<file path="src/rtl/if_id_stall_buffer.sv">
// if_id_stall_buffer: PC register and IF/ID pipeline buffer driven by the
// hazard-control signals (PC_Write, IF_ID_Write, IF_ID_flush, Wrong_prediction).
// A small FSM tracks stall episodes, and a watchdog flags stalls that run too long.
// Optional feature macro: PERF_CNT_EN builds the stall/flush performance counters.
module if_id_stall_buffer #(
  parameter int unsigned XLEN       = 32,
  parameter logic [XLEN-1:0] RESET_PC = '0,
  parameter logic [31:0] NOP_INST   = 32'h00000013,
  parameter int unsigned WDOG_LIMIT = 16,
  parameter int unsigned CNT_W      = 16
) (
  input  logic            clk,
  input  logic            rst,
  input  logic            PC_Write,
  input  logic            IF_ID_Write,
  input  logic            IF_ID_flush,
  input  logic            Wrong_prediction,
  input  logic [XLEN-1:0] Branch_target,
  input  logic            JR_valid,
  input  logic [XLEN-1:0] JR_target,
  input  logic [31:0]     IF_inst,
  output logic [XLEN-1:0] PC_out,
  output logic [XLEN-1:0] ID_PC,
  output logic [31:0]     ID_inst,
  output logic            ID_valid,
  output logic [1:0]      Stall_state,
  output logic            Stall_timeout,
  output logic [CNT_W-1:0] Stall_count,
  output logic [CNT_W-1:0] Flush_count
);

  typedef enum logic [1:0] {
    RUN      = 2'd0,
    STALL    = 2'd1,
    JR_WAIT  = 2'd2,
    REDIRECT = 2'd3
  } stall_state_e;

  localparam int unsigned WDOG_W = $clog2(WDOG_LIMIT + 1);
  localparam logic [WDOG_W-1:0] WDOG_MAX = WDOG_W'(WDOG_LIMIT);

  logic [XLEN-1:0] pcQ, pcD;
  logic [XLEN-1:0] idPcQ, idPcD;
  logic [31:0]     idInstQ, idInstD;
  logic            idValidQ, idValidD;
  stall_state_e    stateQ, stateD;
  logic [WDOG_W-1:0] wdogQ;
  logic            timeoutQ;
  logic            bubbleLoad;
  logic            redirect;

  // Redirect of the fetch PC and whether this cycle loads a bubble into IF/ID.
  always_comb begin
    redirect   = Wrong_prediction | JR_valid;
    bubbleLoad = Wrong_prediction | (IF_ID_Write & IF_ID_flush);
  end

  // Next fetch PC: mispredict beats jr, which beats normal sequential advance.
  always_comb begin
    pcD = pcQ;
    if (Wrong_prediction)  pcD = Branch_target;
    else if (JR_valid)     pcD = JR_target;
    else if (PC_Write)     pcD = pcQ + XLEN'(4);
  end

  // Next IF/ID contents; a mispredict squashes even while the buffer is held.
  always_comb begin
    idPcD    = idPcQ;
    idInstD  = idInstQ;
    idValidD = idValidQ;
    if (bubbleLoad) begin
      idInstD  = NOP_INST;
      idValidD = 1'b0;
    end else if (IF_ID_Write) begin
      idPcD    = pcQ;
      idInstD  = IF_inst;
      idValidD = 1'b1;
    end
  end

  // Stall-episode FSM; REDIRECT lasts one cycle and then decodes like RUN.
  always_comb begin
    stateD = stateQ;
    unique case (stateQ)
      RUN, REDIRECT: begin
        if (redirect)                     stateD = REDIRECT;
        else if (!PC_Write && !IF_ID_Write) stateD = STALL;
        else if (!PC_Write && IF_ID_flush)  stateD = JR_WAIT;
        else                              stateD = RUN;
      end
      STALL: begin
        if (Wrong_prediction) stateD = REDIRECT;
        else if (PC_Write)    stateD = RUN;
        else                  stateD = STALL;
      end
      JR_WAIT: begin
        if (redirect) stateD = REDIRECT;
        else          stateD = JR_WAIT;
      end
      default: stateD = RUN;
    endcase
  end

  // PC, IF/ID buffer and FSM state registers.
  always_ff @(posedge clk) begin
    if (rst) begin
      pcQ      <= RESET_PC;
      idPcQ    <= '0;
      idInstQ  <= NOP_INST;
      idValidQ <= 1'b0;
      stateQ   <= RUN;
    end else begin
      pcQ      <= pcD;
      idPcQ    <= idPcD;
      idInstQ  <= idInstD;
      idValidQ <= idValidD;
      stateQ   <= stateD;
    end
  end

  // Watchdog: counts consecutive cycles spent waiting and latches a sticky timeout.
  always_ff @(posedge clk) begin
    if (rst) begin
      wdogQ    <= '0;
      timeoutQ <= 1'b0;
    end else if (stateQ == STALL || stateQ == JR_WAIT) begin
      if (wdogQ != WDOG_MAX) wdogQ <= wdogQ + 1'b1;
      if (wdogQ >= WDOG_MAX - 1'b1) timeoutQ <= 1'b1;
    end else begin
      wdogQ <= '0;
    end
  end

`ifdef PERF_CNT_EN
  logic [CNT_W-1:0] stallCntQ, flushCntQ;

  // Saturating counters of stalled fetch cycles and inserted bubbles.
  always_ff @(posedge clk) begin
    if (rst) begin
      stallCntQ <= '0;
      flushCntQ <= '0;
    end else begin
      if (!PC_Write && !redirect && stallCntQ != '1) stallCntQ <= stallCntQ + 1'b1;
      if (bubbleLoad && flushCntQ != '1)            flushCntQ <= flushCntQ + 1'b1;
    end
  end

  assign Stall_count = stallCntQ;
  assign Flush_count = flushCntQ;
`else
  assign Stall_count = '0;
  assign Flush_count = '0;
`endif

  assign PC_out        = pcQ;
  assign ID_PC         = idPcQ;
  assign ID_inst       = idInstQ;
  assign ID_valid      = idValidQ;
  assign Stall_state   = stateQ;
  assign Stall_timeout = timeoutQ;

endmodule

</file>
<file path="config.mk">
export PLATFORM = sky130hd
export DESIGN_NAME = if_id_stall_buffer
export DESIGN_NICKNAME = d
export VERILOG_FILES = /design/src/rtl/if_id_stall_buffer.sv
export SDC_FILE = /design/constraint.sdc
export NUM_CORES = 1
export LEC_CHECK = 0
export ABC_CLOCK_PERIOD_IN_PS = 3150
export CAP_MARGIN = 30
export CORE_ASPECT_RATIO = 1.1
export CORE_UTILIZATION = 25
export DETAILED_ROUTE_END_ITERATION = 10
export PLACE_DENSITY = 0.51
export SKIP_LAST_GASP = 1
export SLEW_MARGIN = 5
export SYNTH_ARGS = -nofsm -noshare
export SYNTH_HDL_FRONTEND = slang
export SYNTH_SLANG_ARGS = --single-unit
</file>
<file path="constraint.sdc">
create_clock -name clk -period 3.15 [get_ports clk]
set_input_delay 0.63 -clock clk [delete_from_list [all_inputs] [get_ports clk]]
set_output_delay 0.63 -clock clk [all_outputs]
set_load 0.01 [all_outputs]
</file>
Word-level counts from Yosys, hierarchy flattened

Index checks and enable logic that the tools add are counted.

Add/sub/neg operators: 2
$lt $le $gt $ge: 1
Equality and inequality tests: 4
Mux-type cells: 10
Bitwise logic cells: 5
Reduce and logical (&&, ||, !) cells: 12

Operator list:

| kind                                                               | count |
|---|---|
| 2-to-1 mux 32 bit                                                  | 3 |
| adder 32 x 3 -> 32 bit (second input constant)                     | 1 |
| 2-to-1 mux 2 bit                                                   | 4 |
| one-hot mux 2 bit (3 select lines)                                 | 1 |
| OR reduction 2 bit                                                 | 3 |
| adder 5 x 1 -> 5 bit (second input constant)                       | 1 |
| greater-or-equal comparator 5 x 4 -> 1 bit (second input constant) | 1 |
| != test 5 bit (second input constant)                              | 1 |
| equality test 2 bit (second input constant)                        | 2 |
| AND reduction 2 bit                                                | 2 |
| nonzero test 3 bit                                                 | 1 |
| equality test 2 x 1 -> 1 bit (second input constant)               | 1 |
| logical AND 1 bit                                                  | 2 |
| zero test 1 bit                                                    | 2 |
| zero test 2 bit                                                    | 1 |
| 2-to-1 mux 1 bit                                                   | 2 |
| inverter 1 bit                                                     | 2 |
| bitwise OR 1 bit                                                   | 2 |
| bitwise AND 1 bit                                                  | 1 |
| logical OR 1 bit                                                   | 1 |

Register bits after elaboration: 105
Input port bits: 103
Word-level logic and storage cells: 41

Depth between registers and ports, before layout

Gate-level depths: netlist (run 1).

Depth after elaboration: 6
Gate-level depth with buffers: 7

Worst setup path before layout (run 1)

Ideal clock, no wire load.

Path type: reg-to-reg
Start point: reg pcQ[2], in the netlist PC_out[2]
End point: reg pcQ[16], in the netlist PC_out[16]
Setup time: 0.117 ns
Data arrival time: 1.628 ns
Required time: 3.033 ns
Path slack: 1.405 ns
Stages on the path, launching flop included: 7
Period minus slack after synthesis: 1.745 ns
Cell sequence: dfxtp_1 -> ha_1 -> nand3_2 -> nor4_4 -> buf_4 -> o21ai_0 -> a32o_1

Word-level cells in the longest chain between the ends: 4

RTL lines:

| what                   | RTL line | source |
|---|---|---|
| from (decl)            | 42       | `logic [XLEN-1:0] pcQ, pcD;` |
| from (signal assigned) | 113      | `pcQ <= pcD;` |
| adder 32 x 3 -> 32 bit | 63       | `else if (PC_Write) pcD = pcQ + XLEN'(4);` |
| 2-to-1 mux 32 bit      | 63       |  |
| 2-to-1 mux 32 bit      | 62       | `else if (JR_valid) pcD = JR_target;` |
| 2-to-1 mux 32 bit      | 61       | `if (Wrong_prediction) pcD = Branch_target;` |

No other way between the ends. The select of a mux whose other input is x is not followed.
A chain may end at the register's enable or synchronous reset.

Worst setup path in the final report (run 1)

Start point: reg pcQ[3], in the netlist PC_out[3]
End point: reg pcQ[22], in the netlist PC_out[22]

The elaborated chain is that of the path after synthesis.

==> results of run 1 <==
metrics by stage:
| step | area [um^2] | std cells | hold slack [ns] | total power [mW] | utilization |
|---|---|---|---|---|---|
| floorplan | 5340 | 668 | 0.481 | 1.87 | - |
| global placement | 7450 | 1073 | 0.442 | 2.23 | 0.363 |
| detailed placement | 7450 | 1073 | 0.448 | 2.23 | 0.363 |
| CTS | 7710 | 1088 | 0.458 | 3.31 | 0.376 |
| global route | 7710 | 1088 | 0.475 | 3.42 | 0.376 |
| finish | 7710 | 1088 | 0.455 | 3.26 | 0.376 |
per-layer routing:
layer  routed length [um]  vias up
met2                 8250      197
met3                 1460       25
met1                 8220     2325
met4                  337        2
li1                     -     2537
met5                   11        -
flip-flops by register name, summed over array words and instances, names as in the netlist:
register and count:
ID_valid 1, wdogQ 5, Stall_timeout 1, Stall_state 2, ID_inst 32, PC_out 32
ID_PC 32
critical path, delay by kind of cell, from the launching register on:
family          cells  cell delay [ns]
compound gates      2             0.32
fa+ha+maj           1             0.26
flops               1             0.49
simple gates        3             1.18
worst min path at each step:
| stage | to | slack [ns] | depth (start not counted) | startpoint |
|---|---|---|---|---|
| after floorplan | ID_PC[0] | 0.48 | 2 | ID_PC[0] |
| after global placement | ID_PC[1] | 0.44 | 2 | ID_PC[1] |
| after detailed placement | ID_PC[23] | 0.45 | 2 | ID_PC[23] |
| after CTS | ID_PC[23] | 0.46 | 2 | ID_PC[23] |
| after global routing | ID_PC[6] | 0.47 | 2 | ID_PC[6] |
| final | ID_PC[23] | 0.46 | 2 | ID_PC[23] |
cells in the final DEF, fill, tap and decap left out, types with 5 or more instances in the layout:
cell type / count
a221oi_1: 6
and4_1: 5
ha_1: 6
mux2i_1: 38
nand2b_1: 5
nor3_1: 11
and2_1: 5
nand4_1: 10
clkdlybuf4s50_1: 198
o22ai_1: 8
a21oi_1: 66
nand2_1: 90
o21ai_0: 18
conb_1: 32
o211ai_1: 5
xor2_1: 11
clkbuf_16: 9
buf_4: 15
a211oi_1: 5
a22oi_1: 5
inv_1: 22
nor2_1: 66
dfxtp_1: 105
xnor2_1: 7
nand3_1: 13
power by group:
group | switching (mW) | total (mW) | internal [mW]
registers | 0.0914 | 1.49 | 1.40
logic | 0.334 | 0.702 | 0.367
clock network | 0.529 | 1.06 | 0.535
area by class of cell:
type | instances | share of cell area
Clock buffer | 11 | 0.0302
Clock inverter | 4 | 0.00406
Inverter | 22 | 0.0107
Multi-Input combinational cell | 469 | 0.357
Sequential cell | 105 | 0.273
Tap cell | 256 | 0.0415
Timing Repair Buffer | 221 | 0.285
synth_stat cells (13+ instances only):
library cell	count
dfxtp_1	105
nand2_1	90
a21oi_1	66
nor2_1	66
mux2i_1	38
buf_4	33
clkbuf_1	23
inv_1	22
o21ai_0	18
nand3_1	13
logic make-up after synthesis:
logic type / after synthesis / share of synthesized area
AO/OA/AOI/OAI: 144 / 0.172
XOR/XNOR: 18 / 0.0302
adder cells (fa/ha/maj): 6 / 0.0144
buffers and inverters: 94 / 0.0925
flip-flops: 105 / 0.403
multiplexers: 38 / 0.0729
other: 1 / 0.000719
AND/OR/NAND/NOR: 231 / 0.214
==> qor.txt, run 1 <==
Starting Density - 0.254
Post-synthesis sequential area ratio - 0.403
DRT iter0 DRCs - 230
GPL Wtd Cong - 0.813
Crit Reg-Reg Endpoint - PC_out[22]
Largest net degree at the start of global routing - 53
Number of gates resized after CTS - 0
Final setup viols - 0
CTS Hold Buffers Added - 0
Maximum clock insertion buffer count - 2
Pleak - 2.87 nW
Post-synth EDFFs - 0
Worst hold-check path type - register to register
Critical Path Fanout Max - 13
Final Hold Vio Count - 0
Standard-cell row count - 55
DIE HEIGHT - 154 um
Crit-path max cell delay - 0.69 ns
WL/cell - 16.8 um
Worst r2r path cells - 6
WP data required - 3.41 ns
Multi-input logic area - 2750 um^2
H-tree levels - 3
# port buffers - 202
Synth top area share - 0.403
Dpl ws - 0.688 ns
Crit path cell chain - ha_1 > nand3_2 > nor4_4 > and4_1 > o21ai_1 > a221oi_1
Register Area - 2100 um^2
Clk_skew - 0.00932 ns
First-pass GRT wire length - 28300 um
Via/cell ratio - 4.67
Area Growth Syn to Fin - 47.8%
Worst-Skew Late Latency - 0.35 ns
Pins over their slew limit - 0
Critical path class - register to register
Post-route ant nets - 0
DP Wirelength - 13500 um
Critical Path Sink - PC_out[22]
Crit path from - PC_out[3]
Share of cells above drive strength 1 - 0.0577
Maximum VDD drop - 0.234 mV
Tmin final - 2.34 ns
Busiest layer in global routing - met2
CORE AREA - 20500 um^2
CTS Sinks - 105
Crit path DAT - 2.61 ns
Final #Nets - 937
Fraction of registers with async set/reset - 0
Yosys warns - 0
Vias in the first global route - 4937
Max cap viols - 0
# fillers - 2123
Unrepaired setup endpoints after global routing - no
Grt ovf - 0
Critical Path Source Type - register
Root buffer selected by CTS - clkbuf_16
Slew HR - 0.403
CTS Buf Count - 9
Syn Area/Cell - 8.19 um^2
Die width - 140 um
Power density cells - 422 nW/um^2
Via count - 5086
Synth Register Bits - 105
FMAX - 0.427 GHz
Drt total wl - 18300 um
Reg2reg start - PC_out[3]
Initial antenna violation count - 1
Slew @ Worst Pin - 0.882 ns
Critical Path Sink Type - register
Post-Synthesis Cells - 637
Gr usage total - 0.170
Status - completed
Final TNS setup - 0 ns
Largest cells by area after synthesis - dfxtp_1 40%, mux2i_1 7.3%, nand2_1 6.5%
Drc violations - 0
First-pass detailed-route iteration total - 5
CTS tree - done
Reg2reg setup slack - 0.81 ns
Post-route clock period utilization - 0.744
Ant diodes - 0
Met3 GRT Util - 0.0511
Num ports - 235
Slowest CP cell - nor4_4
Met1 Resource Use GR - 0.216
Cell Area, Synth - 5220 um^2
Die footprint - 21500 um^2
Setup repair bufs after CTS - 0
Worst-path clk slew - 0.08 ns
Met2 usage - 0.270
Netlist cell types - 59
Area leader, netlist - dfxtp_1
Top FF cell, synth - dfxtp_1
Worst setup margin - 0.806 ns
No activity file was read; power rests on OpenSTA's default activity.
==> run 2, diff against run 1 <==
ABC_CLOCK_PERIOD_IN_PS = 2000   (was 3150)
PLACE_DENSITY = 0.53   (was 0.51)
clock period = 2 ns   (was 3.15 ns; I/O delays follow)
==> run 2 against run 1 <==
Compared with the run above:
- routed wire length up 0.11%
- clock skew up 0.0019 ns
- first-iteration DRC count down 22%
- worst setup slack worse by 0.74 ns
- die area unchanged
- via count up 2.9%
- register-to-register slack worse by 0.65 ns
- sequential cell count unchanged
- non-clock buffer count up 37
- critical path type is now register to primary output
- largest cell class unchanged
- highest routed layer unchanged
==> qor.txt, run 2 (synthesis gave the netlist of run 1 again) <==
Comb power frac - 0.226 (+0.010)
Gr usage total - 0.171 (+0.00110)
First-pass GRT wire length - 28400 um (+0.31%)
Slowest CP cell - clkdlybuf4s50_1
Fin Hold WS - 0.413 ns (-0.0425 ns)
DP Wirelength - 14000 um (+3.9%)
Slew @ Worst Pin - 0.568 ns (-0.314 ns)
WL met1 - 8200 um (-0.28%)
Share of cells above drive strength 1 - 0.0978 (+0.0401)
Sequential share of power - 0.437 (-0.021)
Commonest non-fill, non-tap cell in the layout - clkdlybuf4s50_1
CTS Sinks - 105 (unchanged)
Status - completed
Worst-Skew Late Latency - 0.36 ns (about the same)
# port buffers - 202 (unchanged)
Crit path DAT - 1.53 ns (-1.08 ns)
Routed wl met2 - 8300 um (+0.70%)
Most frequent cells in the layout - 198 x clkdlybuf4s50_1, 105 x dfxtp_1, 90 x nand2_1, 66 x nor2_1, 66 x a21oi_1
Max cap viols - 0 (unchanged)
Largest net degree at the start of global routing - 31 (-42%)
Internal power - 3.79 mW (+65%)
GPL Wtd Cong - 0.809 (-0.47%)
Number of gates resized after CTS - 0 (unchanged)
Via count - 5235 (+2.9%)
Crit-path max cell delay - 0.54 ns (-0.15 ns)
Grt ovf - 0 (unchanged)
Final Hold Vio Count - 0 (unchanged)
Final setup viols - 0 (unchanged)
Final core occ - 0.391 (+0.0148)
Sw Pwr - 1.50 mW (+57%)
Worst-path clk slew - 0.07 ns (about the same)
Die footprint - 21500 um^2 (unchanged)
Top layer reached by signal wires - met5
WP data required - 1.60 ns (-1.81 ns)
Switching share of total power - 0.283 (-0.0103)
WL met3 - 1420 um (-2.5%)
Crit path cell chain - buf_4 > clkdlybuf4s50_1
Critical Path Sink Type - primary output
H-tree levels - 3 (unchanged)
Post-route ant nets - 0 (unchanged)
CTS Buf Count - 9 (unchanged)
DRT iter0 DRCs - 180 (-22%)
Unrepaired setup endpoints after global routing - no
Clk_skew - 0.0112 ns (+0.00188 ns)
CORE AREA - 20500 um^2 (unchanged)
Initial antenna violation count - 2 (+1)
Slew HR - 0.616 (+0.212)
Clock share of power - 0.337 (+0.010)
Root buffer selected by CTS - clkbuf_16
Drc violations - 0 (unchanged)
Maximum clock insertion buffer count - 2 (unchanged)
Maximum VDD drop - 0.457 mV (+95%)
Via/cell ratio - 4.65 (-0.46%)
Pleak - 3.09 nW (+7.4%)
Setup repair bufs after CTS - 0 (unchanged)
WL/cell - 16.3 um (-3.2%)
Critical path class - register to primary output
Critical Path Fanout Max - 6 (-7)
Power density cells - 659 nW/um^2 (+56%)
Pins over their slew limit - 0 (unchanged)
Starting Density - 0.254 (unchanged)
DIE HEIGHT - 154 um (unchanged)
Num ports - 235 (unchanged)
Area Growth Syn to Fin - 53.6%
CTS Hold Buffers Added - 0 (unchanged)
Standard-cell row count - 55 (unchanged)
FMAX - 0.518 GHz
Ant diodes - 0 (unchanged)
Final #Nets - 974 (+3.9%)
Post-DP Area - 7740 um^2 (+3.9%)
Vias in the first global route - 5024 (+1.8%)
Critical Path Source Type - register
Design area - 8020 um^2 (+3.9%)
CTS tree - done
First-pass detailed-route iteration total - 4 (-1)
Post-route clock period utilization - 0.966
Die width - 140 um (unchanged)
Worst hold-check path type - input port to register
Tmin final - 1.93 ns
Drt total wl - 18300 um (+0.11%)
[run 2: cell types whose count changed in the layout (fill, tap and decap cells not counted)]
cell and change:
clkinv_2 +3, clkinvlp_4 -3, bufinv_16 +1, clkinv_4 -1
buf_12 +1, buf_4 +36
[run 2: final cells by class]
class / count / area [um^2]
Sequential cell: 105 / 2100
Fill cell: 2071 / 12500
Timing Repair Buffer: 258 / 2480
Inverter: 22 / 82.6
Tap cell: 256 / 320
Clock inverter: 4 / 45.0
Multi-Input combinational cell: 469 / 2750
Clock buffer: 11 / 233
[run 2: routing by layer]
metal / vias to the layer above / GRT usage
met5: - / 0
met4: 4 / 0.0644
met3: 25 / 0.0526
met2: 192 / 0.274
met1: 2394 / 0.216
li1: 2620 / -
[run 2: power by group through the flow]
stage               logic, mW  registers, mW  clock network (mW)
detailed placement       1.20           2.36                   0
floorplan               0.542           2.40                   0
global route             1.32           2.33                1.91
CTS                      1.21           2.31                1.84
finish                   1.19           2.31                1.78
global placement         1.20           2.36                   0
[run 2: stage by stage]
stage / instances / power, mW / setup slack (ns) / setup TNS (ns)
finish: 1125 / 5.29 / 0.0686 / 0
floorplan: 668 / 2.94 / 0.255 / 0
CTS: 1125 / 5.36 / 0.0629 / 0
global placement: 1110 / 3.56 / 0.0608 / 0
global route: 1125 / 5.55 / 0.0218 / 0
detailed placement: 1110 / 3.56 / -0.00553 / -0.00553
[run 2: worst paths after layout]
kind	startpoint	to	slack, ns	depth (start not counted)
max	PC_out[21]	PC_out[21]	0.07	2
min	Wrong_prediction	PC_out[1]	0.41	3
max reg2reg	PC_out[4]	PC_out[13]	0.16	5
min reg2reg	ID_PC[18]	ID_PC[18]	0.46	2
[run 2: critical path, delay by kind of cell, from the launching register on]
kind     cells  cell delay (ns)
buf+inv      2             0.73
flops        1             0.45
==> run 3, diff against run 2 <==
CORE_UTILIZATION = 38   (was 25)
PLACE_DENSITY = 0.75   (was 0.53)
==> run 3 against run 2 <==
Compared with the run above:
- hold slack better by 0.013 ns
- sequential power hardly changed
- first-iteration DRC count is 100% higher
- critical path depth stayed put
- maximum frequency is 2.0% higher
- combinational power hardly changed
- final area is 0.39% lower
- register-to-register slack hardly changed
- via count is 4.0% higher
- final cell count is 6.3% lower
- sequential cell count stayed put
==> qor.txt, run 3 (synthesis gave the netlist of run 1 again) <==
Post-route ant nets - 0 (unchanged)
Pins over their slew limit - 0 (unchanged)
Critical Path Fanout Max - 4 (-2)
Post-route clock period utilization - 0.946 (-0.0194)
CTS Sinks - 105 (unchanged)
CTS Hold Buffers Added - 0 (unchanged)
Die width - 114 um (-19%)
Slew @ Worst Pin - 0.500 ns (-0.0688 ns)
Initial antenna violation count - 0 (-2)
Area Growth Syn to Fin - 53.0%
Met3 GRT Util - 0.0623 (+0.00966)
Standard-cell row count - 44 (-20%)
# port buffers - 202 (unchanged)
WP data required - 1.60 ns (about the same)
Via count - 5443 (+4.0%)
Drc violations - 0 (unchanged)
Final cell count without fillers - 1054 (-6.3%)
Tmin final - 1.89 ns (-0.0388 ns)
Max cap viols - 0 (unchanged)
GPL Wtd Cong - 0.852 (+5.2%)
Root buffer selected by CTS - clkbuf_16
Critical path class - register to primary output
DP Wirelength - 12900 um (-8.4%)
Starting Density - 0.392 (+0.137)
Maximum clock insertion buffer count - 2 (unchanged)
Final core occ - 0.599 (+0.208)
CORE AREA - 13300 um^2 (-35%)
Slew HR - 0.664 (+0.0487)
Setup repair bufs after CTS - 0 (unchanged)
Status - completed
CTS Buf Count - 9 (unchanged)
Met2 usage - 0.402 (+0.129)
DRT iter0 DRCs - 367 (+100%)
Critical Path Source Type - register
Pleak - 3.11 nW (+0.69%)
First-pass detailed-route iteration total - 5 (+1)
First-pass GRT wire length - 27100 um (-4.7%)
Met1 Resource Use GR - 0.305 (+0.0895)
Power density cells - 686 nW/um^2 (+4.1%)
Dpl ws - -0.0548 ns (-0.0492 ns)
Final setup viols - 0 (unchanged)
Die footprint - 14200 um^2 (-34%)
H-tree levels - 3 (unchanged)
Num ports - 235 (unchanged)
Fin Hold WS - 0.425 ns (+0.0126 ns)
Share of cells above drive strength 1 - 0.0989 (+0.00104)
DIE HEIGHT - 125 um (-19%)
Number of gates resized after CTS - 0 (unchanged)
Largest net degree at the start of global routing - 39 (+26%)
Crit path DAT - 1.49 ns (-0.04 ns)
Final Hold Vio Count - 0 (unchanged)
FMAX - 0.528 GHz (+2.0%)
Commonest non-fill, non-tap cell in the layout - clkdlybuf4s50_1
Grt ovf - 0 (unchanged)
Vias in the first global route - 5132 (+2.1%)
WL/cell - 16.1 um (-0.75%)
Final total power - 5.48 mW (+3.7%)
Ant diodes - 0 (unchanged)
Final #Nets - 974 (unchanged)
Most frequent cells in the layout - 199 x clkdlybuf4s50_1, 105 x dfxtp_1, 90 x nand2_1, 66 x nor2_1, 66 x a21oi_1
Worst setup margin - 0.107 ns (+0.0388 ns)
Worst-path clk slew - 0.07 ns (about the same)
Worst-Skew Late Latency - 0.36 ns (about the same)
Worst hold-check path type - input port to register
Busiest layer in global routing - met2
Clk_skew - 0.00865 ns (-0.00255 ns)
Unrepaired setup endpoints after global routing - no
Critical Path Sink Type - primary output
Maximum VDD drop - 0.379 mV (-17%)
CTS tree - done
Via/cell ratio - 5.16 (+11%)
Gr usage total - 0.245 (+0.0737)
Drt total wl - 17000 um (-7.0%)
Cells after DPL - 1038 (-6.5%)
run 3: changes by cell type in the layout (fill, tap and decap cells not counted):
cell	previous run	this run
bufinv_16	1	2
clkbuf_1	2	1
buf_2	4	3
clkbuf_8	0	2
clkdlybuf4s50_1	198	199
clkinv_2	3	0
clkinvlp_4	0	2
run 3: final timing paths:
path                                        from    endpoint  slack, ns  depth (start not counted)
worst max-delay path                   PC_out[8]   PC_out[8]       0.11                          2
worst min-delay path            Wrong_prediction   PC_out[1]       0.43                          3
worst max register to register         PC_out[8]  PC_out[24]       0.17                          5
worst min register to register         ID_PC[15]   ID_PC[15]       0.45                          2
run 3: final cells by class:
cell class	count	area [um^2]
clock buffers	12	256
clock inverters	4	75.1
fillers	1176	5340
inverters	22	82.6
multi-input cells	469	2750
flip-flops and latches	105	2100
well taps	184	230
repair buffers	258	2490
run 3: power by group:
group          internal, mW  leakage (nW)  switching, mW
clock                  1.17         0.155          0.808
combinational         0.628          2.09          0.567
sequential             2.20         0.858          0.109
run 3: per-layer routing:
metal / part of all wire / routed length (um)
met1: 0.41 / 7010
met2: 0.47 / 8080
met3: 0.087 / 1490
met4: 0.025 / 431
met5: 0 / 0
run 3: worst max-delay path, cell delays in order (launching register included):
cell and delay (ns):
dfxtp_1 0.42, buf_4 0.17, clkdlybuf4s50_1 0.55
run 3: stage by stage:
step	setup TNS (ns)	area, um^2
detailed placement	-0.0763	7650
global route	0	7990
finish	0	7990
floorplan	0	5340
CTS	0	7990
global placement	0	7650
